$ cat src/rtl/z80_arb_pkg.sv
// Shared types and default widths for the Z80 / video single-port RAM arbiter.
package z80_arb_pkg;

    localparam int unsigned DEF_ADDR_W = 16;
    localparam int unsigned DEF_DATA_W = 8;

    typedef enum logic [2:0] {
        ARB_IDLE,
        ARB_Z_ISS,
        ARB_Z_CAP,
        ARB_V_ISS,
        ARB_V_CAP
    } arb_state_e;

endpackage

$ cat src/rtl/z80_mem_arbiter_if.sv
// Bus bundle between the Z80 pins, the video fetch port and the sync RAM.
interface z80_mem_arbiter_if
    import z80_arb_pkg::*;
#(
    parameter int unsigned ADDR_W = DEF_ADDR_W,
    parameter int unsigned DATA_W = DEF_DATA_W
);

    // Z80 side
    logic              nMREQ;
    logic              nRD;
    logic              nWR;
    logic              nRFSH;
    logic [ADDR_W-1:0] A;
    logic [DATA_W-1:0] DOUT;
    logic [DATA_W-1:0] DIN;
    logic              nWAIT;

    // video fetch side
    logic              v_req;
    logic [ADDR_W-1:0] v_addr;
    logic              v_ack;
    logic              v_valid;
    logic [DATA_W-1:0] v_data;

    // RAM side
    logic              m_en;
    logic              m_we;
    logic [ADDR_W-1:0] m_addr;
    logic [DATA_W-1:0] m_wdata;
    logic [DATA_W-1:0] m_rdata;

    modport slave (
        input  nMREQ, nRD, nWR, nRFSH, A, DOUT, v_req, v_addr, m_rdata,
        output DIN, nWAIT, v_ack, v_valid, v_data, m_en, m_we, m_addr, m_wdata
    );

    modport master (
        output nMREQ, nRD, nWR, nRFSH, A, DOUT, v_req, v_addr, m_rdata,
        input  DIN, nWAIT, v_ack, v_valid, v_data, m_en, m_we, m_addr, m_wdata
    );

endinterface

$ cat src/rtl/arb_starve_cnt.sv
// Saturating up-counter with synchronous clear; tracks how long video has been refused.
module arb_starve_cnt #(
    parameter int unsigned MAX = 4,
    parameter int unsigned W   = $clog2(MAX + 1)
) (
    input  logic         CLK,
    input  logic         nRESET,
    input  logic         inc,
    input  logic         clr,
    output logic [W-1:0] count
);

    always_ff @(posedge CLK or negedge nRESET) begin
        if (!nRESET) begin
            count <= '0;
        end else if (clr) begin
            count <= '0;
        end else if (inc && (count != W'(MAX))) begin
            count <= count + W'(1);
        end
    end

endmodule

$ cat src/rtl/z80_mem_arbiter.sv
// Serialises Z80 memory cycles and video reads onto one sync RAM, stretching the CPU via nWAIT.
module z80_mem_arbiter
    import z80_arb_pkg::*;
#(
    parameter int unsigned ADDR_W       = DEF_ADDR_W,
    parameter int unsigned DATA_W       = DEF_DATA_W,
    parameter int unsigned VID_MAX_WAIT = 4
) (
    input  logic             CLK,
    input  logic             nRESET,
    z80_mem_arbiter_if.slave bus
);

    localparam int unsigned STARVE_W = (VID_MAX_WAIT > 0) ? $clog2(VID_MAX_WAIT + 1) : 1;

    arb_state_e          state;
    arb_state_e          stateNext;
    logic                zDone;
    logic                zDoneNext;
    logic                zSet;
    logic                zAct;
    logic                zPend;
    logic                vPend;
    logic                vWins;
    logic                zWins;
    logic [STARVE_W-1:0] starve;
    logic                starveInc;

    logic                mEnNext;
    logic                mWeNext;
    logic [ADDR_W-1:0]   mAddrNext;
    logic [DATA_W-1:0]   mWdataNext;
    logic                vAckNext;
    logic                vValidNext;
    logic [DATA_W-1:0]   vDataNext;
    logic [DATA_W-1:0]   dinNext;

    // Refresh cycles are excluded so they never reach the RAM.
    assign zAct  = !bus.nMREQ && bus.nRFSH && (!bus.nRD || !bus.nWR);
    assign zPend = zAct && !zDone;
    assign vPend = bus.v_req;
    assign vWins = vPend && (!zPend || (starve == STARVE_W'(VID_MAX_WAIT)));
    assign zWins = zPend && !vWins;

    assign bus.nWAIT = !nRESET || !zPend;

    assign starveInc = bus.v_req && !bus.v_ack;

    arb_starve_cnt #(
        .MAX (VID_MAX_WAIT),
        .W   (STARVE_W)
    ) uStarveCnt (
        .CLK    (CLK),
        .nRESET (nRESET),
        .inc    (starveInc),
        .clr    (bus.v_ack),
        .count  (starve)
    );

    always_comb begin
        stateNext  = state;
        zSet       = 1'b0;
        mEnNext    = 1'b0;
        mWeNext    = 1'b0;
        mAddrNext  = bus.m_addr;
        mWdataNext = bus.m_wdata;
        vAckNext   = 1'b0;
        vValidNext = 1'b0;
        vDataNext  = bus.v_data;
        dinNext    = bus.DIN;

        case (state)
            ARB_IDLE: begin
                if (zWins) begin
                    mEnNext    = 1'b1;
                    mWeNext    = !bus.nWR;
                    mAddrNext  = bus.A;
                    mWdataNext = bus.DOUT;
                    stateNext  = ARB_Z_ISS;
                end else if (vWins) begin
                    mEnNext   = 1'b1;
                    mAddrNext = bus.v_addr;
                    vAckNext  = 1'b1;
                    stateNext = ARB_V_ISS;
                end
            end
            ARB_Z_ISS: begin
                if (bus.m_we) begin
                    zSet      = 1'b1;
                    stateNext = ARB_IDLE;
                end else begin
                    stateNext = ARB_Z_CAP;
                end
            end
            ARB_Z_CAP: begin
                dinNext   = bus.m_rdata;
                zSet      = 1'b1;
                stateNext = ARB_IDLE;
            end
            ARB_V_ISS: begin
                stateNext = ARB_V_CAP;
            end
            ARB_V_CAP: begin
                vDataNext  = bus.m_rdata;
                vValidNext = 1'b1;
                stateNext  = ARB_IDLE;
            end
            default: begin
                stateNext = ARB_IDLE;
            end
        endcase

        // Done only survives while the strobes stay asserted; a dropped strobe re-arms.
        zDoneNext = zAct && (zDone || zSet);
    end

    always_ff @(posedge CLK or negedge nRESET) begin
        if (!nRESET) begin
            state       <= ARB_IDLE;
            zDone       <= 1'b0;
            bus.m_en    <= 1'b0;
            bus.m_we    <= 1'b0;
            bus.m_addr  <= '0;
            bus.m_wdata <= '0;
            bus.v_ack   <= 1'b0;
            bus.v_valid <= 1'b0;
            bus.v_data  <= '0;
            bus.DIN     <= '0;
        end else begin
            state       <= stateNext;
            zDone       <= zDoneNext;
            bus.m_en    <= mEnNext;
            bus.m_we    <= mWeNext;
            bus.m_addr  <= mAddrNext;
            bus.m_wdata <= mWdataNext;
            bus.v_ack   <= vAckNext;
            bus.v_valid <= vValidNext;
            bus.v_data  <= vDataNext;
            bus.DIN     <= dinNext;
        end
    end

endmodule

$ cat src/flat_wrapper.sv
// flat-port wrapper written by rule: the top's interface ports become plain ports
module z80_mem_arbiter_flat import z80_arb_pkg::*;
#(
    parameter int unsigned ADDR_W       = DEF_ADDR_W,
    parameter int unsigned DATA_W       = DEF_DATA_W,
    parameter int unsigned VID_MAX_WAIT = 4
)
  (CLK, nRESET, bus_nMREQ, bus_nRD, bus_nWR, bus_nRFSH, bus_A, bus_DOUT, bus_v_req, bus_v_addr, bus_m_rdata, bus_DIN, bus_nWAIT, bus_v_ack, bus_v_valid, bus_v_data, bus_m_en, bus_m_we, bus_m_addr, bus_m_wdata);
  z80_mem_arbiter_if #(.ADDR_W(ADDR_W), .DATA_W(DATA_W)) bus_i ();
  input  logic CLK;
  input  logic nRESET;
  input wire logic [$bits(bus_i.nMREQ)-1:0] bus_nMREQ;
  input wire logic [$bits(bus_i.nRD)-1:0] bus_nRD;
  input wire logic [$bits(bus_i.nWR)-1:0] bus_nWR;
  input wire logic [$bits(bus_i.nRFSH)-1:0] bus_nRFSH;
  input wire logic [$bits(bus_i.A)-1:0] bus_A;
  input wire logic [$bits(bus_i.DOUT)-1:0] bus_DOUT;
  input wire logic [$bits(bus_i.v_req)-1:0] bus_v_req;
  input wire logic [$bits(bus_i.v_addr)-1:0] bus_v_addr;
  input wire logic [$bits(bus_i.m_rdata)-1:0] bus_m_rdata;
  output wire logic [$bits(bus_i.DIN)-1:0] bus_DIN;
  output wire logic [$bits(bus_i.nWAIT)-1:0] bus_nWAIT;
  output wire logic [$bits(bus_i.v_ack)-1:0] bus_v_ack;
  output wire logic [$bits(bus_i.v_valid)-1:0] bus_v_valid;
  output wire logic [$bits(bus_i.v_data)-1:0] bus_v_data;
  output wire logic [$bits(bus_i.m_en)-1:0] bus_m_en;
  output wire logic [$bits(bus_i.m_we)-1:0] bus_m_we;
  output wire logic [$bits(bus_i.m_addr)-1:0] bus_m_addr;
  output wire logic [$bits(bus_i.m_wdata)-1:0] bus_m_wdata;
  assign bus_i.nMREQ = bus_nMREQ;
  assign bus_i.nRD = bus_nRD;
  assign bus_i.nWR = bus_nWR;
  assign bus_i.nRFSH = bus_nRFSH;
  assign bus_i.A = bus_A;
  assign bus_i.DOUT = bus_DOUT;
  assign bus_i.v_req = bus_v_req;
  assign bus_i.v_addr = bus_v_addr;
  assign bus_i.m_rdata = bus_m_rdata;
  assign bus_DIN = bus_i.DIN;
  assign bus_nWAIT = bus_i.nWAIT;
  assign bus_v_ack = bus_i.v_ack;
  assign bus_v_valid = bus_i.v_valid;
  assign bus_v_data = bus_i.v_data;
  assign bus_m_en = bus_i.m_en;
  assign bus_m_we = bus_i.m_we;
  assign bus_m_addr = bus_i.m_addr;
  assign bus_m_wdata = bus_i.m_wdata;
  z80_mem_arbiter #(.ADDR_W(ADDR_W), .DATA_W(DATA_W), .VID_MAX_WAIT(VID_MAX_WAIT)) u_core (.CLK(CLK), .nRESET(nRESET), .bus(bus_i));
endmodule
$ cat config.mk
export PLATFORM = sky130hd
export DESIGN_NAME = z80_mem_arbiter_flat
export DESIGN_NICKNAME = d
export VERILOG_FILES = /design/src/rtl/z80_arb_pkg.sv /design/src/rtl/z80_mem_arbiter_if.sv /design/src/rtl/arb_starve_cnt.sv /design/src/rtl/z80_mem_arbiter.sv /design/src/flat_wrapper.sv
export SDC_FILE = /design/constraint.sdc
export NUM_CORES = 1
export LEC_CHECK = 0
export BUFFER_PORTS_ARGS = -buffer_cell sky130_fd_sc_hd__buf_4
export CELL_PAD_IN_SITES_DETAIL_PLACEMENT = 1
export CELL_PAD_IN_SITES_GLOBAL_PLACEMENT = 2
export CORE_ASPECT_RATIO = 0.7
export CORE_MARGIN = 2
export CORE_UTILIZATION = 32
export DETAILED_ROUTE_END_ITERATION = 12
export MAX_ROUTING_LAYER = met4
export PLACE_DENSITY_LB_ADDON = 0.1
export SLEW_MARGIN = 30
export SYNTH_ARGS = -nofsm -noshare
export SYNTH_HDL_FRONTEND = slang
export SYNTH_SLANG_ARGS = --single-unit
$ cat constraint.sdc
create_clock -name CLK -period 6.6 [get_ports CLK]
set_input_delay 1.32 -clock CLK [delete_from_list [all_inputs] [get_ports CLK]]
set_output_delay 1.32 -clock CLK [all_outputs]
set_load 0.02 [all_outputs]
## Word-level counts from Yosys, hierarchy flattened

Index checks and enable logic that the tools add are counted.

- Register bits after elaboration: 51
- Input port bits: 55

- Eq/ne operators: 7
- $add $sub $neg: 1
- Mux-type cells: 18
- Reduce and logical (&&, ||, !) cells: 25

Operators with widths:

| operator | count |
|---|---|
| 16-bit two-way mux | 2 |
| 3-bit two-way mux | 4 |
| 1-bit two-way mux | 9 |
| 3-bit one-hot mux with 3 select lines | 1 |
| 1-bit logical AND | 8 |
| 1-bit logical NOT | 8 |
| 3-bit by 2-bit == test with 1-bit output, second input constant | 2 |
| 3-bit == test, second input constant | 2 |
| 1-bit logical OR | 4 |
| 2-bit AND reduction | 2 |
| 2-bit nonzero test | 2 |
| 3-bit by 1-bit adder with 3-bit output, second input constant | 1 |
| 3-bit by 1-bit == test with 1-bit output, second input constant | 1 |
| 3-bit logical NOT | 1 |
| 3-bit by 1-bit != test with 1-bit output, second input constant | 1 |
| 3-bit != test, second input constant | 1 |
| 2-bit two-way mux | 1 |
| 1-bit one-hot mux with 2 select lines | 1 |

## Logic depth before layout (Yosys ltp)

- Depth in word-level cells: 11
- Depth in mapped cells: 7
- Gate-level depth less buffers: 6

## Cells and area by module

Synthesis repeated with hierarchy kept, for this count alone.

- Cells, all modules: 149
- Area, all modules: 2306.0 um^2

By module, submodules not included:

| module | area each (um^2) | times used | cells each |
|---|---|---|---|
| z80_mem_arbiter | 2107.0 | 1 | 132 |
| arb_starve_cnt | 198.9 | 1 | 17 |

## Least setup slack after synthesis

Ideal clock, no wire load.

- Kind: input to output
- Start point: input bus_nMREQ
- End point: output bus_nWAIT
- Data required time: 5280 ps
- Arrival time: 2104 ps
- Path buffers: 0
- Stages: 3
- Slack: 3176 ps
- Cells stage by stage: nand2b_1 a211oi_1 nand2_1

- Cells in the longest elaborated chain, start to end: 6

Ends and longest elaborated chain:

| element | RTL line | text |
|---|---|---|
| start, declared | flat_wrapper.sv:12 | `input wire logic [$bits(bus_i.nMREQ)-1:0] bus_nMREQ;` |
| 1-bit logical NOT | z80_mem_arbiter.sv:39 | `assign zAct = !bus.nMREQ && bus.nRFSH && (!bus.nRD \|\| !bus.nWR);` |
| 1-bit logical AND (2 in series) | z80_mem_arbiter.sv:39 |  |
| 1-bit logical AND | z80_mem_arbiter.sv:40 | `assign zPend = zAct && !zDone;` |
| 1-bit logical NOT | z80_mem_arbiter.sv:45 | `assign bus.nWAIT = !nRESET \|\| !zPend;` |
| 1-bit logical OR | z80_mem_arbiter.sv:45 |  |
| end, declared | flat_wrapper.sv:22 | `output wire logic [$bits(bus_i.nWAIT)-1:0] bus_nWAIT;` |

No other way between the ends.

## Final worst setup path

Ends and elaborated chain as after synthesis.

==> implementation parameters <==
Parameter                              Value

Worst setup path
  Sequence of cells on the critical path ... buf_4 > nand2b_1 > a211oi_1 > nand2_1 > buf_4
  Crit path arrival time ... between 2000 and 2500 ps
  Type of element capturing the critical path ... primary output
  Critical Setup Path Class ... in -> out
  Largest stage delay, worst path ... 470 ps
  Type of origin of the critical path ... input pin
  Data required time of the critical path ... around 5300 ps
  Crit Path Max Fanout ... 4
  CP max stage cell ... a211oi_1
  Crit-path most repeated cell ... buf_4

Finish
  Post-layout util ... roughly 47%
  Leading cell type in the layout, fill and taps excluded ... buf_4
  Final-layout fill cell count ... ~730
  Commonest cells after routing, fill and taps aside ... 101 x buf_4, 51 x dfrtp_1, 48 x mux2_2
  Antenna cell count ... 0
  Fraction of layout cells with a size suffix above 1 ... between 60% and 70%
  Synthesis-to-finish area growth ... 42.7%
  Nets@finish ... 309

Timing
  Unrepaired setup endpoints after global routing ... no
  Maximum achievable frequency ... 268 MHz
  Transition time at the pin with the least slew margin ... 805 ps
  Final worst path period share ... 56.6%
  Accumulated negative setup slack ... 0 ps
  Worst rel slew slack ... between 40% and 50%
  Max-slew violation count ... 0
  Final critical delay including setup and external delays ... between 3000 and 4000 ps
  Number of setup violations in the final report ... 0
  Final hold violation count ... 0
  Final setup skew ... about 10 ps

Global route
  Total global-route track usage ... between 10 and 15%
  First-pass GRT wire length ... between 8000 and 9000 µm
  Via count of the first global-routing pass ... 1,684
  Global route overflow ... 0
  Initial antenna violation count ... 0
  Pin count of the biggest net entering global routing ... 53

Detailed routing
  Number of nets with antenna violations after routing ... 0
  Overall via count from detail_route ... approximately 1.6k
  Detailed Route WL ... around 5000 µm
  Detailed-route DRC error count ... 0
  Routed vias/inst ... between 4 and 5
  Routed length per placed instance ... roughly 14 µm
  Iteration count of the initial detailed-routing pass ... 4
  Violation count after the first detailed-route iteration ... 35

Clock tree
  Number of setup buffers added after CTS ... 0
  Clk sinks ... 51
  Number of clock buffers inserted by TritonCTS ... 5
  Skew-Pair Late Insertion Delay ... 300 ps
  Clk root buf ... clkbuf_8
  Hold-fix buffers, CTS ... 0
  Post_cts resized ... 0
  Clk slew on worst S/H paths ... around 90 ps
  Worst-case clock buffer depth ... 2
  CTS tree ... yes
  Number of H-tree branching levels ... 2

Hold path
  Type of the most critical hold path ... reg -> reg

Placed design
  I/O Buffers ... roughly 100
  Placer Congestion ... ~0.66
  HPWL reported at the end of detailed placement ... about 3700 µm

Synthesis
  Nets in the synthesized netlist ... a little over 200
  Netlist Area Pre-Place ... roughly 2200 µm²
  Fraction of the yosys area taken by sequential cells ... between 50% and 60%
  Cells after Synth ... about 150
  Mean instance size in the synthesized netlist ... between 15 and 20 µm²
  Number of warning messages in the yosys log ... 0
  Flip-flop and latch count after synthesis ... just over 50
  Number of unique standard cell types used by synthesis ... 28

Power and ir drop
  Pwr Density ... 464 nW/µm²
  Peak supply drop ... 243 µV
  Cell leakage power ... between 1.5 and 2 nW

Die
  Area of the core ... around 6800 µm²
  Initial core utilization ... between 30% and 40%
  Die Height ... 74.1 µm
  Number of cell rows ... 25
  Die footprint ... between 7000 and 8000 µm²
  Die Wd ... roughly 100 µm
  Number of top-level design ports ... 100

Status
  Run status ... complete, no violations

Flow run
  Max Cap Violations ... 0
[through the flow]
step	hold WS, ps	worst slack, ps	cell area [µm²]	power [mW]	cells
2_1_floorplan	523	3180	2250	0.986	148
3_3_place_gp	492	2910	3100	1.28	339
3_5_place_dp	489	2850	3100	1.29	339
4_1_cts	502	2840	3210	1.51	347
5_1_grt	516	2750	3210	1.59	347
6_report	494	2870	3210	1.49	347
[Yosys cell counts]
| cell | count | area share (%) |
|---|---|---|
| dfrtp_1 | 51 | 57 |
| mux2_2 | 48 | 24 |
| mux2_4 | 8 | 5.3 |
| nand2_1 | 5 | 0.83 |
| a21oi_1 | 4 | 0.89 |
| nor2_1 | 4 | 0.67 |
| o21a_1 | 3 | 1.0 |
| a211oi_1 | 2 | 0.67 |
| ha_1 | 2 | 1.1 |
| inv_1 | 2 | 0.33 |
| nand2b_1 | 2 | 0.56 |
| a2111oi_4 | 1 | 1.2 |
| and3_4 | 1 | 0.50 |
| and3b_1 | 1 | 0.39 |
| and4b_2 | 1 | 0.50 |
| buf_2 | 1 | 0.22 |
| buf_4 | 1 | 0.33 |
| buf_6 | 1 | 0.50 |
| clkbuf_1 | 1 | 0.17 |
| nand2_8 | 1 | 0.89 |
| nand3_1 | 1 | 0.22 |
| nand3b_1 | 1 | 0.33 |
| nor2b_1 | 1 | 0.28 |
| nor3_1 | 1 | 0.22 |
| nor3_4 | 1 | 0.72 |
| nor3b_1 | 1 | 0.33 |
| nor3b_2 | 1 | 0.56 |
| xnor2_1 | 1 | 0.39 |
[worst max-delay path: cells and delay by family]
family	cells	cell delay, ps
AO/OA/AOI/OAI	1	470
buffers and inverters	2	290
AND/OR/NAND/NOR	2	320
[cell type report]
type / count / area, µm² / area share (%)
multi-input combinational: 91 / 937 / 29.2
clock buffer: 5 / 68.8 / 2.14
sequential: 51 / 1280 / 39.8
tap: 94 / 118 / 3.66
timing repair buffer: 101 / 758 / 23.6
inverter: 2 / 7.51 / 0.234
clock inverter: 3 / 43.8 / 1.36
[flip-flops by register name (all words and copies together) (netlist names)]
name / cells
u_core.bus.m_addr: 16
u_core.bus.DIN: 8
u_core.bus.m_wdata: 8
u_core.bus.v_data: 8
u_core.state: 3
u_core.uStarveCnt.count: 3
u_core.bus.m_en: 1
u_core.bus.m_we: 1
u_core.bus.v_ack: 1
u_core.bus.v_valid: 1
u_core.zDone: 1
[power by group]
group | switching, mW | total (mW) | internal [mW] | leakage [nW]
clock network | 0.102 | 0.215 | 0.113 | 0.0581
registers | 0.0956 | 0.556 | 0.460 | 0.619
logic | 0.343 | 0.718 | 0.374 | 0.846
total | 0.541 | 1.49 | 0.948 | 1.52
[worst paths after layout]
kind	from	end	slack (ps)	cells after the start
worst max-delay path	bus_nMREQ	bus_nWAIT	2870	5
worst min-delay path	u_core.bus.v_ack	u_core.uStarveCnt.count[1]	490	1
worst max register to register	u_core.uStarveCnt.count[0]	u_core.bus.m_addr[14]	4220	7
worst min register to register	u_core.bus.v_ack	u_core.uStarveCnt.count[1]	490	1
max in group asynchronous	nRESET	u_core.bus.m_addr[10]	5100	1
min in group asynchronous	nRESET	u_core.bus.m_addr[8]	1040	1
[kinds of logic (layout without fill, tap and decap cells)]
kind of cell | count (synthesis) | in the layout | share of synthesized area [%]
mux | 56 | 56 | 29.4
flops | 51 | 51 | 56.8
simple gates | 22 | 22 | 7.01
compound gates | 10 | 10 | 3.78
buf+inv | 6 | 111 | 1.56
fa+ha+maj | 2 | 2 | 1.11
xor+xnor | 1 | 1 | 0.390
[layer usage]
layer / track usage [%] / part of all wire [%] / vias to the layer above
li1: - / - / 731
met1: 18.6 / 49 / 795
met2: 21.9 / 45 / 50
met3: 4.29 / 5.9 / 2
met4: 3.15 / 0.56 / 0
met5: - / 0 / -
Power figures use the tool's default switching activity.
